### config.mk
export PLATFORM = sky130hd
export DESIGN_NAME = button_debouncer
export DESIGN_NICKNAME = d
export VERILOG_FILES = /design/src/rtl/button_debouncer.sv
export SDC_FILE = /design/constraint.sdc
export NUM_CORES = 1
export LEC_CHECK = 0
export CORE_ASPECT_RATIO = 0.75
export CORE_UTILIZATION = 40
export CTS_CLUSTER_DIAMETER = 50
export DETAILED_ROUTE_END_ITERATION = 6
export PLACE_DENSITY = 0.53
export SYNTH_ARGS = -nofsm -noshare
export SYNTH_HDL_FRONTEND = slang
export SYNTH_SLANG_ARGS = --single-unit
### constraint.sdc
create_clock -name clk -period 3.53 [get_ports clk]
set_input_delay 0.5295 -clock clk [delete_from_list [all_inputs] [get_ports clk]]
set_output_delay 0.5295 -clock clk [all_outputs]
set_load 0.01 [all_outputs]
### src/rtl/button_debouncer.sv
// N-button debouncer: shared sample-tick prescaler, per-button 2-flop synchroniser
// and a 4-state qualification FSM producing a clean level plus press/release/repeat pulses.
module button_debouncer #(
  parameter int N            = 4,
  parameter int TICK_DIV     = 50_000,
  parameter int STABLE_TICKS = 10,
  parameter int REPEAT_TICKS = 200,
  parameter int WIDTH        = 32
) (
  input  logic         clk,
  input  logic         rst,
  input  logic [N-1:0] btn_raw,
  output logic [N-1:0] btn_level,
  output logic [N-1:0] press_pulse,
  output logic [N-1:0] release_pulse,
  output logic [N-1:0] repeat_pulse
);

  localparam int SW = $clog2(STABLE_TICKS + 1);
  localparam int RW = (REPEAT_TICKS > 0) ? $clog2(REPEAT_TICKS + 1) : 1;

  localparam logic [WIDTH-1:0] TICK_LAST = WIDTH'(TICK_DIV - 1);
  localparam logic [SW-1:0]    STAB_LAST = SW'(STABLE_TICKS - 1);
  localparam logic [RW-1:0]    REP_LAST  = RW'((REPEAT_TICKS > 0) ? REPEAT_TICKS - 1 : 0);

  typedef enum logic [1:0] {
    RELEASED,
    PRESS_CHK,
    HELD,
    RELEASE_CHK
  } state_t;

  logic [WIDTH-1:0] r_presc;
  logic             w_tick;
  logic [N-1:0]     r_sync1;
  logic [N-1:0]     r_sync2;

  assign w_tick = (r_presc == TICK_LAST);

  always_ff @(posedge clk) begin
    if (rst) begin
      r_presc <= '0;
    end else if (w_tick) begin
      r_presc <= '0;
    end else begin
      r_presc <= r_presc + 1'b1;
    end
  end

  always_ff @(posedge clk) begin
    if (rst) begin
      r_sync1 <= '0;
      r_sync2 <= '0;
    end else begin
      r_sync1 <= btn_raw;
      r_sync2 <= r_sync1;
    end
  end

  for (genvar gi = 0; gi < N; gi++) begin : g_btn
    state_t        r_state;
    state_t        w_state_nx;
    logic [SW-1:0] r_stab;
    logic [SW-1:0] w_stab_nx;
    logic [RW-1:0] r_rep;
    logic [RW-1:0] w_rep_nx;
    logic          r_level;
    logic          r_press;
    logic          r_release;
    logic          r_repeat;
    logic          w_level_nx;
    logic          w_press_nx;
    logic          w_release_nx;
    logic          w_repeat_nx;
    logic          w_sync;

    assign w_sync = r_sync2[gi];

    always_ff @(posedge clk) begin
      if (rst) begin
        r_state   <= RELEASED;
        r_stab    <= '0;
        r_rep     <= '0;
        r_level   <= 1'b0;
        r_press   <= 1'b0;
        r_release <= 1'b0;
        r_repeat  <= 1'b0;
      end else begin
        r_state   <= w_state_nx;
        r_stab    <= w_stab_nx;
        r_rep     <= w_rep_nx;
        r_level   <= w_level_nx;
        r_press   <= w_press_nx;
        r_release <= w_release_nx;
        r_repeat  <= w_repeat_nx;
      end
    end

    // A level change on sync takes priority over a coincident tick in every state.
    always_comb begin
      w_state_nx   = r_state;
      w_stab_nx    = r_stab;
      w_rep_nx     = r_rep;
      w_level_nx   = r_level;
      w_press_nx   = 1'b0;
      w_release_nx = 1'b0;
      w_repeat_nx  = 1'b0;
      case (r_state)
        RELEASED: begin
          if (w_sync) begin
            w_state_nx = PRESS_CHK;
            w_stab_nx  = '0;
          end
        end
        PRESS_CHK: begin
          if (!w_sync) begin
            w_state_nx = RELEASED;
          end else if (w_tick) begin
            if (r_stab == STAB_LAST) begin
              w_state_nx = HELD;
              w_press_nx = 1'b1;
              w_level_nx = 1'b1;
              w_rep_nx   = '0;
            end else begin
              w_stab_nx = r_stab + 1'b1;
            end
          end
        end
        HELD: begin
          if (!w_sync) begin
            w_state_nx = RELEASE_CHK;
            w_stab_nx  = '0;
          end else if (w_tick && (REPEAT_TICKS != 0)) begin
            if (r_rep == REP_LAST) begin
              w_repeat_nx = 1'b1;
              w_rep_nx    = '0;
            end else begin
              w_rep_nx = r_rep + 1'b1;
            end
          end
        end
        RELEASE_CHK: begin
          if (w_sync) begin
            w_state_nx = HELD;
          end else if (w_tick) begin
            if (r_stab == STAB_LAST) begin
              w_state_nx   = RELEASED;
              w_release_nx = 1'b1;
              w_level_nx   = 1'b0;
            end else begin
              w_stab_nx = r_stab + 1'b1;
            end
          end
        end
        default: w_state_nx = RELEASED;
      endcase
    end

    assign btn_level[gi]     = r_level;
    assign press_pulse[gi]   = r_press;
    assign release_pulse[gi] = r_release;
    assign repeat_pulse[gi]  = r_repeat;
  end

endmodule
Yosys cells after proc, flatten, opt, wreduce, memory -nomap -nowiden
Index checks and enable logic that the tools add are counted.
{ "word_totals": {"out_inout_bits": 16, "wordCells": 307, "reg_bits": 112, "input_bits": 6} }
{ "classes": {"reduce_logical": 41, "bitwise": 17, "muxes": 132, "add_sub_neg": 9, "n_eq_ne": 77} }
{ "ops": {"columns": ["cell", "n"], "rows": [
  ["2-to-1 mux 8 bit", 24],
  ["2-to-1 mux 4 bit", 24],
  ["inequality test 2 bit (second input constant)", 40],
  ["2-to-1 mux 2 bit", 32],
  ["one-hot mux 4 bit (4 select lines)", 4],
  ["one-hot mux 8 bit (2 select lines)", 4],
  ["inequality test 3 bit (second input constant)", 16],
  ["AND reduction 6 bit", 8],
  ["2-to-1 mux 1 bit", 36],
  ["adder 32 x 1 -> 32 bit (second input constant)", 1],
  ["adder 8 x 1 -> 8 bit (second input constant)", 4],
  ["== test 32 x 16 -> 1 bit (second input constant)", 1],
  ["== test 8 bit (second input constant)", 4],
  ["one-hot mux 2 bit (4 select lines)", 4],
  ["AND reduction 7 bit", 4],
  ["OR reduction 3 bit", 8],
  ["NOT 1 bit", 17],
  ["adder 4 x 1 -> 4 bit (second input constant)", 4],
  ["== test 2 bit (second input constant)", 8],
  ["== test 4 bit (second input constant)", 4],
  ["AND reduction 4 bit", 4],
  ["nonzero test 2 bit", 8],
  ["OR reduction 4 bit", 4],
  ["== test 2 x 1 -> 1 bit (second input constant)", 4],
  ["other kinds (3)", 9]
]} }

Longest topological paths before layout
Gate-level depths: netlist of run 1.
{ "depth": {"depth_word": 5, "mapped_depth": 9, "depth_no_buf": 7} }

Worst setup path before layout of run 1
Ideal clock, no wire load.
{ "synth_path": {"kind": "register to register", "start": "register r_presc[21]", "end": "register g_btn[3].r_rep[7]", "setup_ps": 71, "period_less_slack_ps": 2668, "path_slack_ps": 862, "t_arrival_ps": 2597, "path_stages_with_launch": 8, "path_cell_list": "dfxtp_1 or4_1 or4_1 buf_2 or3_1 clkbuf_2 or4_1 a21oi_1"} }
{ "synth_between": {"elab_chain_cells": 3} }
{ "synth_lines": {"columns": ["element", "line", "rtl"], "rows": [
  ["start: declaration", "33", "logic [WIDTH-1:0] r_presc;"],
  ["start signal: assignment", "46", "r_presc <= r_presc + 1'b1;"],
  ["== test 32 x 16 -> 1 bit (*)", "38", "assign w_tick = (r_presc == TICK_LAST);"],
  ["inequality test 2 bit (no line)", null, null],
  ["AND reduction 6 bit (no line) (*)", null, null],
  ["end signal: assignment", "91", "r_rep <= w_rep_nx;"],
  ["end: declaration", "65", "logic [RW-1:0] r_rep;"]
]} }
Every way passes the cells marked *; elsewhere a longest branch is shown, timed or not.
A chain may end at the register's enable or synchronous reset.

Worst setup path after layout of run 1
Same ends and word-level chain as after synthesis.

==> flow_summary.yaml, run 1 <==
outcome:
  outcome: "finished, final reports clean"
sta:
  drv_slew: 0
  timing.final.crit_share_pct: 80.6
  setup_violations: 0
  fmax_mhz: 351
  slew-limit-headroom_pct: 32.2
  setup_tns_ps: 0
  fin_skew_ps: 7.89
  hold_viol: 0
  holdWs_ps: 447
  rsz0062_at_grt: "no"
  worst_slew_pin_slew_ps: 1000
  fin_crit_ps: 2850
synthesis:
  seq_area_frac_synth_pct: 41.4
  syn_inst: 638
  netlist.area_leader.share_pct: 41.4
  netlist_area_mm2: 0.00541
  synth_edf_count: 0
  synthTopCellsByArea: "dfxtp_1, xnor2_1, nor2_1, nor4_1, ha_1"
  async_flop_share_pct: 0
  yosysMostFrequentCell: "dfxtp_1"
  yosys_warnings: 0
  synth_fp_nets: 657
  avgSynthCellArea_um2: 8.48
  yosysTopAreaCell: "dfxtp_1"
  synth_ff_type: "dfxtp_1"
  ys_seq_elements: 112
  yosysUniqueCellTypes: 52
  yosys-top-cells-count: "dfxtp_1, nor2_1, xnor2_1"
route:
  firstDrtPassIters: 5
  drtIter0Drc: 276
  vias: 4472
  wl_per_cell_um: 14.7
  drt-vias-per-instance: 5.51
  routed_wl_um: 11900
  drtAntennaViolNets: 0
  drc: 0
setup_path:
  crit_fanout: 9
  start_kind: "register"
  cp.arrival_ps: 3120
  crit_required_ps: 3800
  path_class: "reg -> reg"
  endpoint_kind: "register"
  ff2ff_setup_slack_ps: 680
min_path:
  min_path_type: "reg -> reg"
clock_network:
  tritoncts: "built"
  cts_made_buffers: 9
  post_cts_resized: 0
  clk_path_buf_depth: 2
  clk-insertion-delay-late_ps: 350
  htreeDepth: 3
  cts_setup_buffers: 0
  clock_sinks: 112
  cts_hold_buf: 0
  cts_root_buf: "clkbuf_16"
  path_clk_slew_ps: 70
global_route:
  grtUsageTotal_pct: 18.2
  antenna_found_initial: 0
  grt_pass1_vias: 4108
  gr-total-overflow: 0
  grt_max_degree: 48
  grt_pass1_wl_um: 20200
power_and_ir_drop:
  p_per_area_mw_per_mm2: 407
  leakagePower_nw: 1.94
  power_w: 0.00244
  peakVddDrop_mv: 0.219
final_layout:
  final_area_mm2: 0.00599
  diodes: 0
  fin_cells: 811
  drive_gt1_share_pct: 5.00
  finish.net_count: 654
  syn_to_final_growth_pct: 10.7
placed_design:
  dpl.cell_count: 795
  place.detailed.hpwl_um: 8090
  gp_congestion: 0.807
  placed_area_mm2: 0.00567
  io_buffers: 21
die:
  die_w_um: 136
  start_util_pct: 41.3
  coreArea_mm2: 0.0131
  io_pins: 22
  num_rows: 36
  die_h_um: 103
  die_area_mm2: 0.0140
run:
  timing.max_cap.violations: 0
[cells by family (layout without fill, tap and decap cells)]
group,after synthesis,count (layout),share of synthesized area [%]
AND/OR/NAND/NOR,301,301,30.6
adder cells (fa/ha/maj),13,13,3.01
flip-flops,112,112,41.4
multiplexers,9,9,1.67
AO/OA/AOI/OAI,90,90,9.85
XOR/XNOR,48,48,7.77
buffers and inverters,65,67,5.67
[cells in the final DEF (no fill, tap or decap), types with 3 or more instances in the layout]
master,n
dfxtp_1,112
nor2_1,73
xnor2_1,40
nand2_1,38
nor4_1,31
o21ai_0,30
a21oi_1,28
inv_1,21
nand4_1,21
nand3_1,21
clkdlybuf4s50_1,20
nor3_1,18
nor2b_1,17
and3_1,17
or4_1,13
ha_1,13
a31oi_1,10
nor4b_1,9
mux2i_1,9
clkbuf_16,9
buf_4,9
xor2_1,8
nand2b_1,7
and4_1,6
nand4b_1,6
or3_1,5
o31ai_1,5
nand3b_1,4
and2_1,3
or2_2,3
a311oi_1,3
clkinvlp_4,3
[area by class of cell]
| class | instances | area [um2] |
|---|---|---|
| fillers | 1273 | 7120 |
| inverters | 21 | 78.8 |
| clock inverters | 6 | 91.3 |
| repair buffers | 30 | 273 |
| flip-flops and latches | 112 | 2240 |
| well taps | 171 | 214 |
| clock buffers | 10 | 229 |
| multi-input cells | 461 | 2860 |
[registers in the layout (all words and copies together) (netlist names), named ones only]
register,count
g_btn.r_rep,32
r_presc,32
g_btn.r_stab,16
g_btn.r_level,4
g_btn.r_press,4
g_btn.r_release,4
g_btn.r_repeat,4
g_btn.r_state,4
r_sync1,4
r_sync2,4
[per-stage QoR]
| step | setup slack, ps | util [%] |
|---|---|---|
| global placement | 768 | 43.3 |
| floorplan | 862 | - |
| finish | 684 | 45.7 |
| global route | 599 | 45.7 |
| CTS | 728 | 45.7 |
| detailed placement | 744 | 43.3 |
[critical path: stages (launching register included)]
cell     delay [ps]
dfxtp_1         340
or4_1           540
or4_1           650
or3_1           520
or4_1           550
a21oi_1         170
[metal layers]
layer	wire length (um)	GRT usage (%)
met4	134	4.44
met3	485	4.13
met1	6350	26.3
met2	4940	27.2
met5	0	0
[worst paths after layout]
check,from,endpoint,cells past startpoint
worst max register to register,r_presc[21],g_btn[3].r_rep[7],5
worst min register to register,r_sync1[1],r_sync2[1],1
worst min-delay path,r_sync1[1],r_sync2[1],1
worst max-delay path,r_presc[21],g_btn[3].r_rep[7],5
[where the power goes]
part / internal (W) / switching [W]
logic: 0.0000235 / 0.0000389
clock network: 0.000625 / 0.000462
registers: 0.00127 / 0.0000135
Power figures use the tool's default switching activity.
==> run 2, diff against run 1 <==
==> constraint.sdc (replaced) <==
create_clock -name clk -period 2.8 [get_ports clk]
set_input_delay 0.42 -clock clk [delete_from_list [all_inputs] [get_ports clk]]
set_output_delay 0.42 -clock clk [all_outputs]
set_load 0.01 [all_outputs]
==> flow_summary.yaml, run 2 (same netlist as run 1, synthesis figures left out) <==
final_layout:
  nFillCells: 1302
  syn_to_final_growth_pct: 11.9
  finish.net_count: 669
  diodes: 0
  drive_gt1_share_pct: 7.21
  reg_top3: "g_btn.r_rep x32, r_presc x32, g_btn.r_stab x16"
  final_cell_mix: "dfxtp_1, nor2_1, xnor2_1"
  layout_commonest_cell: "dfxtp_1"
sta:
  fin_crit_ps: 2670
  drv_slew: 0
  setup_tns_ps: 0
  hold_viol: 0
  fmax_mhz: 375
  fin_skew_ps: 8.76
  slew-limit-headroom_pct: 58.3
  worst_slew_pin_slew_ps: 619
  timing.final.crit_share_pct: 95.3
  rsz0062_at_grt: "no"
  setup_ws_ps: 131
  setup_violations: 0
clock_network:
  htreeDepth: 3
  cts_made_buffers: 9
  clock_sinks: 112
  clk-insertion-delay-late_ps: 360
  cts_hold_buf: 0
  path_clk_slew_ps: 70
  clk_path_buf_depth: 2
  tritoncts: "built"
  cts_root_buf: "clkbuf_16"
route:
  firstDrtPassIters: 5
  drtAntennaViolNets: 0
  drt-vias-per-instance: 5.52
  drtIter0Drc: 299
  vias: 4539
  routed_wl_um: 12100
  drc: 0
  wl_per_cell_um: 14.7
placed_design:
  io_buffers: 21
  gp_congestion: 0.827
  dpl_worst_slack_ps: 133
  place.detailed.hpwl_um: 8280
global_route:
  antenna_found_initial: 0
  gr-total-overflow: 0
  grt_pass1_wl_um: 20700
  grtUsageTotal_pct: 18.7
  grt_max_degree: 48
  grt_pass1_vias: 4155
setup_path:
  timing.rr.start: "r_presc[13]"
  crit_fanout: 4
  crit_required_ps: 3080
  endpoint_kind: "register"
  rr_endpoint: "g_btn[3].r_rep[7]"
  cp.arrival_ps: 2950
  start_kind: "register"
  path_class: "reg -> reg"
  crit_end: "g_btn[3].r_rep[7]"
  ff2ff_setup_slack_ps: 130
  critPathLaunch: "r_presc[13]"
  reg2regPathDepth: 5
die:
  start_util_pct: 41.3
  die_h_um: 103
  die_w_um: 136
  num_rows: 36
  die_area_mm2: 0.0140
  io_pins: 22
  coreArea_mm2: 0.0131
power_and_ir_drop:
  p_per_area_mw_per_mm2: 469
  power_w: 0.00284
  leakagePower_nw: 1.99
  peakVddDrop_mv: 0.321
outcome:
  outcome: "finished, final reports clean"
min_path:
  holdCritStartpoint: "r_sync1[3]"
  min_path_type: "reg -> reg"
run:
  timing.max_cap.violations: 0
## run 2: area by class of cell
cell class                 count  area, um2  area share, %
clock inverter                 2       10.0          0.165
inverter                      21       78.8           1.30
tap                          171        214           3.53
clock buffer                  11        233           3.84
timing repair buffer          45        398           6.57
sequential                   112       2240           37.0
multi-input combinational    461       2880           47.6
## run 2: what timing repair did
action | CTS | global route
endpoints found under the setup margin | 0 | 11
gates resized for setup | 0 | 4
buffers inserted | 0 | 2
## run 2: worst min-delay path by stage
stage               depth (start not counted)    endpoint  slack [ps]
global placement                            1  r_sync2[0]         430
finish                                      1  r_sync2[3]         440
CTS                                         1  r_sync2[3]         440
floorplan                                   1  r_sync2[0]         410
detailed placement                          1  r_sync2[3]         430
global route                                1  r_sync2[3]         460
## run 2: worst max-delay path: stages (launching register included)
cell	delay [ps]
dfxtp_1	340
or4_1	520
or4_1	660
or3_1	410
or4_1	510
a21oi_1	170
## run 2: layer usage
layer  up-vias  part of all wire [%]  GRT usage [%]
li1       2299                     -              -
met4         0                   1.3           6.24
met1      2127                    52           26.6
met2       103                    41           27.3
met5         -                     0              0
met3        10                   5.4           4.77
## run 2: metrics by stage
step / cell area, um2 / instances / hold WS, ps / util, %
global placement: 5780 / 808 / 430 / 44.1
floorplan: 5410 / 638 / 414 / -
CTS: 6020 / 821 / 443 / 45.9
detailed placement: 5780 / 808 / 435 / 44.1
finish: 6060 / 823 / 439 / 46.2
global route: 6060 / 823 / 459 / 46.2
## run 2: power by group
group / total, W / internal [W] / switching [W]
combinational: 0.0000812 / 0.0000327 / 0.0000485
sequential: 0.00162 / 0.00161 / 0.0000171
clock: 0.00114 / 0.000587 / 0.000550
total: 0.00284 / 0.00223 / 0.000616
==> run 3, diff against run 2 <==
--- a/config.mk
+++ b/config.mk
@@ -9,7 +9,7 @@
 export CORE_UTILIZATION = 40
 export CTS_CLUSTER_DIAMETER = 50
 export DETAILED_ROUTE_END_ITERATION = 6
-export PLACE_DENSITY = 0.53
+export PLACE_DENSITY = 0.55
 export SYNTH_ARGS = -nofsm -noshare
 export SYNTH_HDL_FRONTEND = slang
 export SYNTH_SLANG_ARGS = --single-unit
==> constraint.sdc (replaced) <==
create_clock -name clk -period 2.29 [get_ports clk]
set_input_delay 0.3435 -clock clk [delete_from_list [all_inputs] [get_ports clk]]
set_output_delay 0.3435 -clock clk [all_outputs]
set_load 0.01 [all_outputs]
==> flow_summary.yaml, run 3 (same netlist as run 1, synthesis figures left out) <==
outcome:
  outcome: "finished, violations left"
  violations: "negative setup slack"
setup_path:
  crit_required_ps: 2570
  cp_slowest_cell: "or4_4"
  cpLargestDelayFamily: "simple AND/OR/NAND/NOR gates"
  rr_endpoint: "g_btn[3].r_rep[7]"
  path_cells: "or4bb_1 > or4_4 > or3_4 > or4_1 > a21oi_1"
  path_class: "reg -> reg"
  ff2ff_setup_slack_ps: -130
  timing.rr.start: "r_presc[12]"
  crit_fanout: 5
  worst-path-buf-inv: 0
  critical-path-max-stage-delay_ps: 620
  reg2regPathDepth: 5
  endpoint_kind: "register"
  cp.arrival_ps: 2690
  start_kind: "register"
clock_network:
  htreeDepth: 3
  clk_path_buf_depth: 2
  clock_sinks: 112
  path_clk_slew_ps: 70
  cts_hold_buf: 0
  cts_root_buf: "clkbuf_16"
  cts_made_buffers: 9
  clk-insertion-delay-late_ps: 350
  tritoncts: "built"
min_path:
  holdPathEnd: "r_sync2[3]"
  holdCritStartpoint: "r_sync1[3]"
  min_path_cells: 1
  min_path_type: "reg -> reg"
sta:
  fin_crit_ps: 2420
  setup_violations: 42
  setup_ws_ps: -127
  hold_viol: 0
  timing.final.crit_share_pct: 106
  fin_skew_ps: 6.40
  rsz0062_at_grt: "yes"
  setup_tns_ps: -1670
  holdWs_ps: 440
  slew-limit-headroom_pct: 49.7
  worst_slew_pin_slew_ps: 755
  drv_slew: 0
  fmax_mhz: 414
power_and_ir_drop:
  leakagePower_nw: 2.50
  peakVddDrop_mv: 0.331
  p_per_area_mw_per_mm2: 536
  power_w: 0.00367
route:
  drtIter0Drc: 286
  drc: 0
  routed_wl_um: 13300
  drt-vias-per-instance: 5.47
  drtAntennaViolNets: 0
  vias: 4747
  wl_per_cell_um: 15.3
  firstDrtPassIters: 4
global_route:
  grt_pass1_wl_um: 22000
  grt_pass1_vias: 4526
  grtUsageTotal_pct: 20.0
  antenna_found_initial: 0
  gr-total-overflow: 0
  grt_max_degree: 48
placed_design:
  gp_congestion: 0.807
  place.detailed.hpwl_um: 9090
  io_buffers: 21
  placed_area_mm2: 0.00614
final_layout:
  final_cell_mix: "dfxtp_1, nor2_1, buf_4"
  layout_commonest_cell: "dfxtp_1"
  drive_gt1_share_pct: 19.5
  syn_to_final_growth_pct: 26.6
  diodes: 0
  reg_top3: "g_btn.r_rep x32, r_presc x32, g_btn.r_stab x16"
  finish.net_count: 712
  final_area_mm2: 0.00685
run:
  timing.max_cap.violations: 0
die:
  die_w_um: 136
  num_rows: 36
  die_h_um: 103
  io_pins: 22
  die_area_mm2: 0.0140
  coreArea_mm2: 0.0131
  start_util_pct: 41.3
-- run 3: layout make-up --
class / instances / area, um2
Multi-Input combinational cell: 461 / 3260
Clock buffer: 12 / 246
Fill cell: 1214 / 6260
Timing Repair Buffer: 88 / 758
Tap cell: 171 / 214
Inverter: 21 / 78.8
Clock inverter: 3 / 42.5
Sequential cell: 112 / 2250
-- run 3: where the power goes --
part,internal [W],total (W),switching [W],leakage [nW]
clock,0.000873,0.00158,0.000703,0.139
combinational,0.0000443,0.000111,0.0000665,1.46
sequential,0.00196,0.00198,0.0000203,0.908
total,0.00288,0.00367,0.000789,2.50
-- run 3: through the flow --
stage	utilization, %	setup WS [ps]	instances
after global routing	52.2	-185	868
after CTS	51.3	-137	866
final	52.2	-127	868
after detailed placement	46.8	-272	841
after floorplan	-	-233	638
after global placement	46.8	-233	841
-- run 3: how the worst max path moves through the flow --
stage	cells past startpoint	to	slack [ps]	start
CTS	5	g_btn[3].r_rep[7]	-140	r_presc[13]
floorplan	7	g_btn[3].r_rep[7]	-230	r_presc[20]
global route	7	g_btn[0].r_rep[3]	-180	r_presc[12]
finish	5	g_btn[3].r_rep[7]	-130	r_presc[12]
detailed placement	5	g_btn[2].r_stab[3]	-270	r_presc[20]
global placement	7	g_btn[1].r_rep[3]	-230	r_presc[20]
-- run 3: layer usage --
metal,up-vias,wire [um],GRT usage (%)
met1,2284,6700,27.9
met4,0,137,5.64
li1,2384,-,-
met2,66,5970,30.8
met3,13,497,4.82
met5,-,0,0
-- run 3: repair_timing --
action                     4_1_cts  5_1_grt
setup buffers                   10        2
hold endpoints to repair         0        0
setup endpoints to repair       63       66
pin swaps                       22       16
gates resized for setup         45       21
-- run 3: worst reg2reg max path, delay by kind of cell (launching register included) --
family	cells	cell delay, ps
DFF	1	310
and+or+nand+nor	4	1920
AOI/OAI and AO/OA	1	120
